<file path="config.mk">
export PLATFORM = sky130hd
export DESIGN_NAME = tx_client_arb_flat
export DESIGN_NICKNAME = d
export VERILOG_FILES = /design/src/rtl/tx_client_arb_pkg.sv /design/src/rtl/tx_client_arb_if.sv /design/src/rtl/tx_client_arb_rr_pick.sv /design/src/rtl/tx_client_arb.sv /design/src/flat_wrapper.sv
export SDC_FILE = /design/constraint.sdc
export NUM_CORES = 1
export LEC_CHECK = 0
export CAP_MARGIN = 5
export CELL_PAD_IN_SITES_DETAIL_PLACEMENT = 0
export CELL_PAD_IN_SITES_GLOBAL_PLACEMENT = 1
export CORE_MARGIN = 4
export CORE_UTILIZATION = 33
export DETAILED_ROUTE_END_ITERATION = 12
export GPL_TIMING_DRIVEN = 0
export PLACE_DENSITY_LB_ADDON = 0.08
export SLEW_MARGIN = 20
export SYNTH_ARGS = -nofsm -noshare
export SYNTH_HDL_FRONTEND = slang
export SYNTH_SLANG_ARGS = --single-unit
</file>
<file path="constraint.sdc">
create_clock -name clk -period 2.88 [get_ports clk]
set_clock_uncertainty 0.15 [all_clocks]
set_input_delay 0.576 -clock clk [delete_from_list [all_inputs] [get_ports clk]]
set_output_delay 0.576 -clock clk [all_outputs]
set_load 0.05 [all_outputs]
</file>
<file path="src/rtl/tx_client_arb_pkg.sv">
// Shared types and helpers for the transmit-client round-robin arbiter.
package tx_arb_pkg;

  typedef enum logic [1:0] {
    IDLE     = 2'd0,
    WAIT_ACK = 2'd1,
    XFER     = 2'd2,
    GAP      = 2'd3
  } state_t;

  localparam int N_CL_DEFAULT = 3;

  // Width of a client index / priority pointer; never narrower than one bit.
  function automatic int ptr_width(input int n);
    return (n > 2) ? $clog2(n) : 1;
  endfunction

  localparam int PTR_W_DEFAULT = ptr_width(N_CL_DEFAULT);

endpackage

</file>
<file path="src/rtl/tx_client_arb_if.sv">
// Ethernet core transmit client port: req/length/ack/strobe/warn/data.
interface tx_client_arb_if #(
  parameter int jumbo_dw = 14
);
  logic                tx_req;
  logic [jumbo_dw-1:0] tx_len;
  logic                tx_ack;
  logic                tx_strobe;
  logic                tx_warn;
  logic [7:0]          tx_data;

  modport master (output tx_req, tx_len, tx_data, input tx_ack, tx_strobe, tx_warn);
  modport slave  (input tx_req, tx_len, tx_data, output tx_ack, tx_strobe, tx_warn);
endinterface

</file>
<file path="src/rtl/tx_client_arb_rr_pick.sv">
// Combinational round-robin finder: first set request at or after ptr, wrapping.
module rr_pick
  import tx_arb_pkg::*;
#(
  parameter  int n_cl = 3,
  localparam int PW   = ptr_width(n_cl)
) (
  input  logic [n_cl-1:0] req,
  input  logic [PW-1:0]   ptr,
  output logic [n_cl-1:0] onehot,
  output logic [PW-1:0]   idx,
  output logic            any
);

  logic [PW-1:0] cand;

  // NOTE: every variable driven here gets a default before any branch, so no latch is inferred.
  always_comb begin
    onehot = '0;
    idx    = '0;
    any    = 1'b0;
    cand   = '0;
    // Walk from lowest to highest priority so the highest-priority hit is written last.
    for (int k = n_cl - 1; k >= 0; k--) begin
      cand = PW'((int'(ptr) + k) % n_cl);
      if (req[cand]) begin
        onehot       = '0;
        onehot[cand] = 1'b1;
        idx          = cand;
        any          = 1'b1;
      end
    end
  end

endmodule

</file>
<file path="src/rtl/tx_client_arb.sv">
// Round-robin sharing of one Ethernet transmit client port among n_cl clients;
// a grant is held for a whole packet and handshakes/data are routed to the winner.
module tx_client_arb
  import tx_arb_pkg::*;
#(
  parameter int jumbo_dw    = 14,
  parameter int n_cl        = 3,
  parameter int ack_timeout = 4095
) (
  input  logic                     clk,
  input  logic                     rst_n,
  input  logic [n_cl-1:0]          cl_req,
  input  logic [n_cl*jumbo_dw-1:0] cl_len,
  input  logic [n_cl*8-1:0]        cl_data,
  output logic [n_cl-1:0]          cl_ack,
  output logic [n_cl-1:0]          cl_strobe,
  output logic [n_cl-1:0]          cl_warn,
  tx_client_arb_if.master          tx,
  output logic [n_cl-1:0]          grant,
  output logic                     busy,
  output logic                     timeout_err,
  output logic [15:0]              pkt_count
);

  localparam int PW      = ptr_width(n_cl);
  localparam int CW      = (ack_timeout > 1) ? $clog2(ack_timeout) : 1;
  localparam int TO_LAST = (ack_timeout > 0) ? ack_timeout - 1 : 0;

  state_t              state, state_d;
  logic [n_cl-1:0]     grant_d;
  logic [PW-1:0]       gidx, gidx_d, ptr, ptr_d, next_ptr;
  logic                tx_req_q, tx_req_d;
  logic [jumbo_dw-1:0] tx_len_q, tx_len_d;
  logic                timeout_d;
  logic [15:0]         pkt_count_d;
  logic [CW-1:0]       wcnt, wcnt_d;
  logic                strobe_q, strobe_d;

  logic [n_cl-1:0]     pick_oh;
  logic [PW-1:0]       pick_idx;
  logic                pick_any;

  rr_pick #(.n_cl(n_cl)) u_pick (
    .req    (cl_req),
    .ptr    (ptr),
    .onehot (pick_oh),
    .idx    (pick_idx),
    .any    (pick_any)
  );

  assign next_ptr = (gidx == PW'(n_cl - 1)) ? '0 : gidx + PW'(1);

  always_comb begin
    state_d     = state;
    grant_d     = grant;
    gidx_d      = gidx;
    ptr_d       = ptr;
    tx_req_d    = tx_req_q;
    tx_len_d    = tx_len_q;
    timeout_d   = 1'b0;
    pkt_count_d = pkt_count;
    wcnt_d      = wcnt;
    // Strobe history only counts inside a transfer, so a stale high cannot end the next packet early.
    strobe_d    = (state == XFER) && tx.tx_strobe;
    unique case (state)
      IDLE: begin
        if (pick_any) begin
          grant_d  = pick_oh;
          gidx_d   = pick_idx;
          tx_req_d = 1'b1;
          tx_len_d = cl_len[int'(pick_idx)*jumbo_dw +: jumbo_dw];
          wcnt_d   = '0;
          state_d  = WAIT_ACK;
        end
      end
      WAIT_ACK: begin
        wcnt_d = wcnt + CW'(1);
        if (tx.tx_ack) begin
          tx_req_d = 1'b0;
          state_d  = XFER;
        end else if (!cl_req[gidx]) begin
          tx_req_d = 1'b0;
          grant_d  = '0;
          state_d  = IDLE;
        end else if (ack_timeout != 0 && wcnt == CW'(TO_LAST)) begin
          timeout_d = 1'b1;
          tx_req_d  = 1'b0;
          grant_d   = '0;
          ptr_d     = next_ptr;
          state_d   = IDLE;
        end
      end
      XFER: begin
        if (strobe_q && !tx.tx_strobe) state_d = GAP;
      end
      GAP: begin
        pkt_count_d = pkt_count + 16'd1;
        ptr_d       = next_ptr;
        grant_d     = '0;
        state_d     = IDLE;
      end
      default: state_d = IDLE;
    endcase
  end

  // NOTE: state registers use non-blocking assignments so every flop samples pre-edge values.
  always_ff @(posedge clk or negedge rst_n) begin
    if (!rst_n) begin
      state       <= IDLE;
      grant       <= '0;
      gidx        <= '0;
      ptr         <= '0;
      tx_req_q    <= 1'b0;
      tx_len_q    <= '0;
      timeout_err <= 1'b0;
      pkt_count   <= '0;
      wcnt        <= '0;
      strobe_q    <= 1'b0;
    end else begin
      state       <= state_d;
      grant       <= grant_d;
      gidx        <= gidx_d;
      ptr         <= ptr_d;
      tx_req_q    <= tx_req_d;
      tx_len_q    <= tx_len_d;
      timeout_err <= timeout_d;
      pkt_count   <= pkt_count_d;
      wcnt        <= wcnt_d;
      strobe_q    <= strobe_d;
    end
  end

  // Handshakes pass through combinationally; the state gate drops strobes seen in IDLE/GAP.
  assign cl_ack    = (state == WAIT_ACK && tx.tx_ack)    ? grant : '0;
  assign cl_strobe = (state == XFER     && tx.tx_strobe) ? grant : '0;
  assign cl_warn   = (state == XFER     && tx.tx_warn)   ? grant : '0;
  assign busy      = (state != IDLE);
  assign tx.tx_req = tx_req_q;
  assign tx.tx_len = tx_len_q;

  always_comb begin
    tx.tx_data = 8'h00;
    if (|grant) tx.tx_data = cl_data[int'(gidx)*8 +: 8];
  end

endmodule

</file>
<file path="src/flat_wrapper.sv">
// flat-port wrapper written by rule: the top's interface ports become plain ports
module tx_client_arb_flat import tx_arb_pkg::*;
#(
  parameter int jumbo_dw    = 14,
  parameter int n_cl        = 3,
  parameter int ack_timeout = 4095
)
  (clk, rst_n, cl_req, cl_len, cl_data, cl_ack, cl_strobe, cl_warn, grant, busy, timeout_err, pkt_count, tx_tx_req, tx_tx_len, tx_tx_data, tx_tx_ack, tx_tx_strobe, tx_tx_warn);
  tx_client_arb_if #(.jumbo_dw(jumbo_dw)) tx_i ();
  input  logic clk;
  input  logic rst_n;
  input  logic [n_cl-1:0] cl_req;
  input  logic [n_cl*jumbo_dw-1:0] cl_len;
  input  logic [n_cl*8-1:0] cl_data;
  output logic [n_cl-1:0] cl_ack;
  output logic [n_cl-1:0] cl_strobe;
  output logic [n_cl-1:0] cl_warn;
  output logic [n_cl-1:0] grant;
  output logic busy;
  output logic timeout_err;
  output logic [15:0] pkt_count;
  output wire logic [$bits(tx_i.tx_req)-1:0] tx_tx_req;
  output wire logic [$bits(tx_i.tx_len)-1:0] tx_tx_len;
  output wire logic [$bits(tx_i.tx_data)-1:0] tx_tx_data;
  input wire logic [$bits(tx_i.tx_ack)-1:0] tx_tx_ack;
  input wire logic [$bits(tx_i.tx_strobe)-1:0] tx_tx_strobe;
  input wire logic [$bits(tx_i.tx_warn)-1:0] tx_tx_warn;
  assign tx_tx_req = tx_i.tx_req;
  assign tx_tx_len = tx_i.tx_len;
  assign tx_tx_data = tx_i.tx_data;
  assign tx_i.tx_ack = tx_tx_ack;
  assign tx_i.tx_strobe = tx_tx_strobe;
  assign tx_i.tx_warn = tx_tx_warn;
  tx_client_arb #(.jumbo_dw(jumbo_dw), .n_cl(n_cl), .ack_timeout(ack_timeout)) u_core (.clk(clk), .rst_n(rst_n), .cl_req(cl_req), .cl_len(cl_len), .cl_data(cl_data), .cl_ack(cl_ack), .cl_strobe(cl_strobe), .cl_warn(cl_warn), .tx(tx_i), .grant(grant), .busy(busy), .timeout_err(timeout_err), .pkt_count(pkt_count));
endmodule
</file>
==> impl_metrics.json <==
{
  "antenna_found_initial": 0,
  "wl_per_cell_um": 16.04,
  "syn_nets": 481,
  "cts-htree-levels": 2,
  "clock-sinks": 54,
  "use_met2_pct": 28.71,
  "grt_util_met3_pct": 2.283,
  "cts_made_buffers": 5,
  "max_stage_delay_ps": 530,
  "drive_gt1_share_pct": 8.801,
  "rows": 37,
  "totalWireLength_um": 10750,
  "pre_cts_ws_ps": -143.5,
  "clk_path_buf_depth": 2,
  "hold_viol_final": 0,
  "gp_congestion": 0.7650,
  "rsz0062_at_grt": "no",
  "cts-hold-fix-buffers": 0,
  "nFillCells": 1014,
  "fin_nets": 614,
  "die_w_um": 111.5,
  "synth_cell_type_count": 54,
  "ios": 127,
  "synth.avg_cell_area_um2": 8.840,
  "synthCells": 400,
  "crit_path_end_kind": "output pin",
  "path_buf_inv": 2,
  "power.leakage_nw": 2.221,
  "setup_ws_ps": 155.5,
  "drv_cap": 0,
  "syn_area_um2": 3536,
  "portBuffers": 126,
  "clk_pin_slew_ps": 100,
  "vias": 3510,
  "placed_area_um2": 4965,
  "first_iter_violations": 238,
  "top_usage_layer": "met2",
  "die_area_um2": 12430,
  "area_delta_synth_final_pct": 44.02,
  "ys.flop_type": "dfrtp_1",
  "powerDensity_nw_per_um2": 1060,
  "use_met1_pct": 23.45,
  "worst_pin_slew_ps": 685.0,
  "seq_area_um2": 1351,
  "dieHeight_um": 111.5,
  "synth_edf_count": 0,
  "grt_usage_pct": 17.00,
  "clock.fmax_mhz": 367.0,
  "grt_pass1_vias": 3480,
  "cts_root_buf": "clkbuf_8",
  "ant_nets": 0,
  "postCtsSetupRepairBufs": 0,
  "hpwlAfterDp_um": 8329,
  "critical-path-slowest-cell": "dfrtp_1",
  "ctsResizeCount": 19,
  "worstPathCellList": "nor2b_1 -> clkbuf_2 -> and3_1 -> dlygate4sd2_1",
  "diodes": 0,
  "hold_path.class": "in2async",
  "coreArea_um2": 10370,
  "path_delay_family": "buffers and inverters",
  "synth_seq_area_share_pct": 38.22,
  "viasPerCell": 5.239,
  "drc_errors": 0,
  "grt_max_degree": 55,
  "worstPathArrival_ps": 2000,
  "first_pass_iters": 4,
  "slew_viol_final": 0,
  "period_share_pct": 94.60,
  "clock_latency_ps": 300,
  "relSlewSlack_pct": 54.34,
  "vdd_drop_max_v": 0.0005197,
  "async_flop_share_pct": 100.0,
  "cts_tree": "built",
  "status": "finished, final reports clean",
  "fin_area_um2": 5092,
  "hold_slack_ps": 147.4,
  "path_max_fanout": 10,
  "crit_path_start_kind": "register",
  "cp.required_ps": 2150,
  "critical_path_class": "reg2out",
  "finalSetupTns_ps": 0,
  "yosys_warnings": 0,
  "grt_overflow": 0,
  "start_util_pct": 34.10,
  "multi_input_area_um2": 1994,
  "ys_seq_elements": 54,
  "grt_pass1_wl_um": 17640,
  "fin_crit_ps": 2724,
  "setup_viol_count_final": 0
}
## worst reg2reg max path: cells and delay by family, from the launching register on
kind / cells / cell delay [ps]
buffers and inverters: 3 / 540
AOI/OAI and AO/OA: 3 / 850
DFF: 1 / 430
adders and majority gates: 1 / 280
and+or+nand+nor: 2 / 290
## path summary, 6_finish.rpt
path                                                  from                         endpoint  slack [ps]  cells past startpoint
setup / recovery               u_core.state[0]$_DFFE_PN0P_                        cl_ack[0]         160                      4
hold / removal                                       rst_n       u_core.wcnt[7]$_DFFE_PN0P_         150                      1
setup reg to reg                 u_core.ptr[0]$_DFFE_PN0P_  u_core.tx.tx_len[0]$_DFFE_PN0P_         210                      9
hold reg to reg            u_core.tx.tx_len[0]$_DFFE_PN0P_  u_core.tx.tx_len[0]$_DFFE_PN0P_         330                      2
max in group asynchronous                            rst_n  u_core.tx.tx_len[7]$_DFFE_PN0P_        1970                      1
min in group clk           u_core.tx.tx_len[0]$_DFFE_PN0P_  u_core.tx.tx_len[0]$_DFFE_PN0P_         330                      2
## registers in the layout (all words and copies together), names as in the netlist, named ones only
name                flops
u_core.ptr              2
u_core.strobe_q         1
u_core.tx.tx_req        1
u_core.pkt_count       16
u_core.tx.tx_len       14
u_core.timeout_err      1
u_core.grant            3
u_core.gidx             2
u_core.state            1
u_core.wcnt            12
## area by class of cell
class	instances	share of cell area [%]
timing repair buffer	126	24.18
sequential	54	26.54
clock inverter	3	0.7862
buffer	26	3.170
inverter	20	1.474
clock buffer	5	1.351
multi-input combinational	300	39.16
tap	136	3.342
## synthesized netlist by cell type (2+ instances only)
master | number | share of area [%]
a21oi_1 | 10 | 1.4
and3_1 | 14 | 2.5
nor3b_1 | 2 | 0.42
o41ai_1 | 3 | 0.74
o221ai_2 | 2 | 0.85
o21ai_0 | 14 | 2.0
buf_2 | 7 | 0.99
a21boi_0 | 3 | 0.64
nand2b_1 | 5 | 0.88
nor3_1 | 5 | 0.71
a31oi_1 | 3 | 0.53
clkbuf_1 | 8 | 0.85
nand4_1 | 9 | 1.6
nand3b_1 | 3 | 0.64
mux2i_1 | 14 | 4.0
nand2_1 | 45 | 4.8
o21a_1 | 3 | 0.64
and2_1 | 3 | 0.53
o21ai_1 | 4 | 0.57
xnor2_1 | 12 | 3.0
nor2b_1 | 4 | 0.71
xor2_1 | 4 | 0.99
o31ai_1 | 15 | 3.2
buf_6 | 3 | 0.96
nor2_1 | 42 | 4.5
a311oi_1 | 26 | 6.4
nand3_1 | 23 | 3.3
mux2_2 | 3 | 0.96
o2bb2ai_1 | 2 | 0.50
buf_4 | 7 | 1.5
ha_1 | 7 | 2.5
dfrtp_1 | 54 | 38
inv_1 | 20 | 2.1
## routing by layer
metal  part of all wire (%)  vias to the layer above  routed length, um
met5                      0                        -                  0
met4                   0.85                        0                 91
met3                    4.6                        7                490
met2                     48                       91               5203
met1                     46                     1683               4962
li1                       -                     1729                  -
## cells by family after synthesis
logic type / after synthesis / share of synthesized area (%)
flip-flops: 54 / 38.22
multiplexers: 18 / 5.555
XOR/XNOR: 16 / 3.963
AO/OA/AOI/OAI: 101 / 22.19
buffers and inverters: 46 / 6.511
AND/OR/NAND/NOR: 158 / 21.09
adder cells (fa/ha/maj): 7 / 2.477
## placed cells by master, fill, tap and decap left out, drive strengths merged, types with 5 or more instances in the layout
cell	n
nand4	9
o31ai	16
a311oi	26
and3	14
clkbuf	16
o21ai	19
xnor2	12
dlygate4sd2	14
nand2b	5
a21oi	10
inv	20
mux2i	15
dfrtp	54
nand2	45
nand3	23
ha	7
nor2	42
clkdlybuf4s50	108
buf	18
nor3	5
## power breakdown
group | internal [mW] | switching [mW] | leakage [nW]
Sequential | 0.979 | 0.219 | 0.708
Clock | 0.256 | 0.248 | 0.0579
Combinational | 1.33 | 2.37 | 1.46
Total | 2.56 | 2.83 | 2.22
## per-stage QoR
step                std cells  total power [mW]  util [%]
finish                    670             5.396     49.11
global placement          662             4.886     47.90
detailed placement        662             4.907     47.88
global route              670             5.793     49.11
floorplan                 400             3.737         -
CTS                       670             5.374     48.78
No activity file was read; power rests on OpenSTA's default activity.
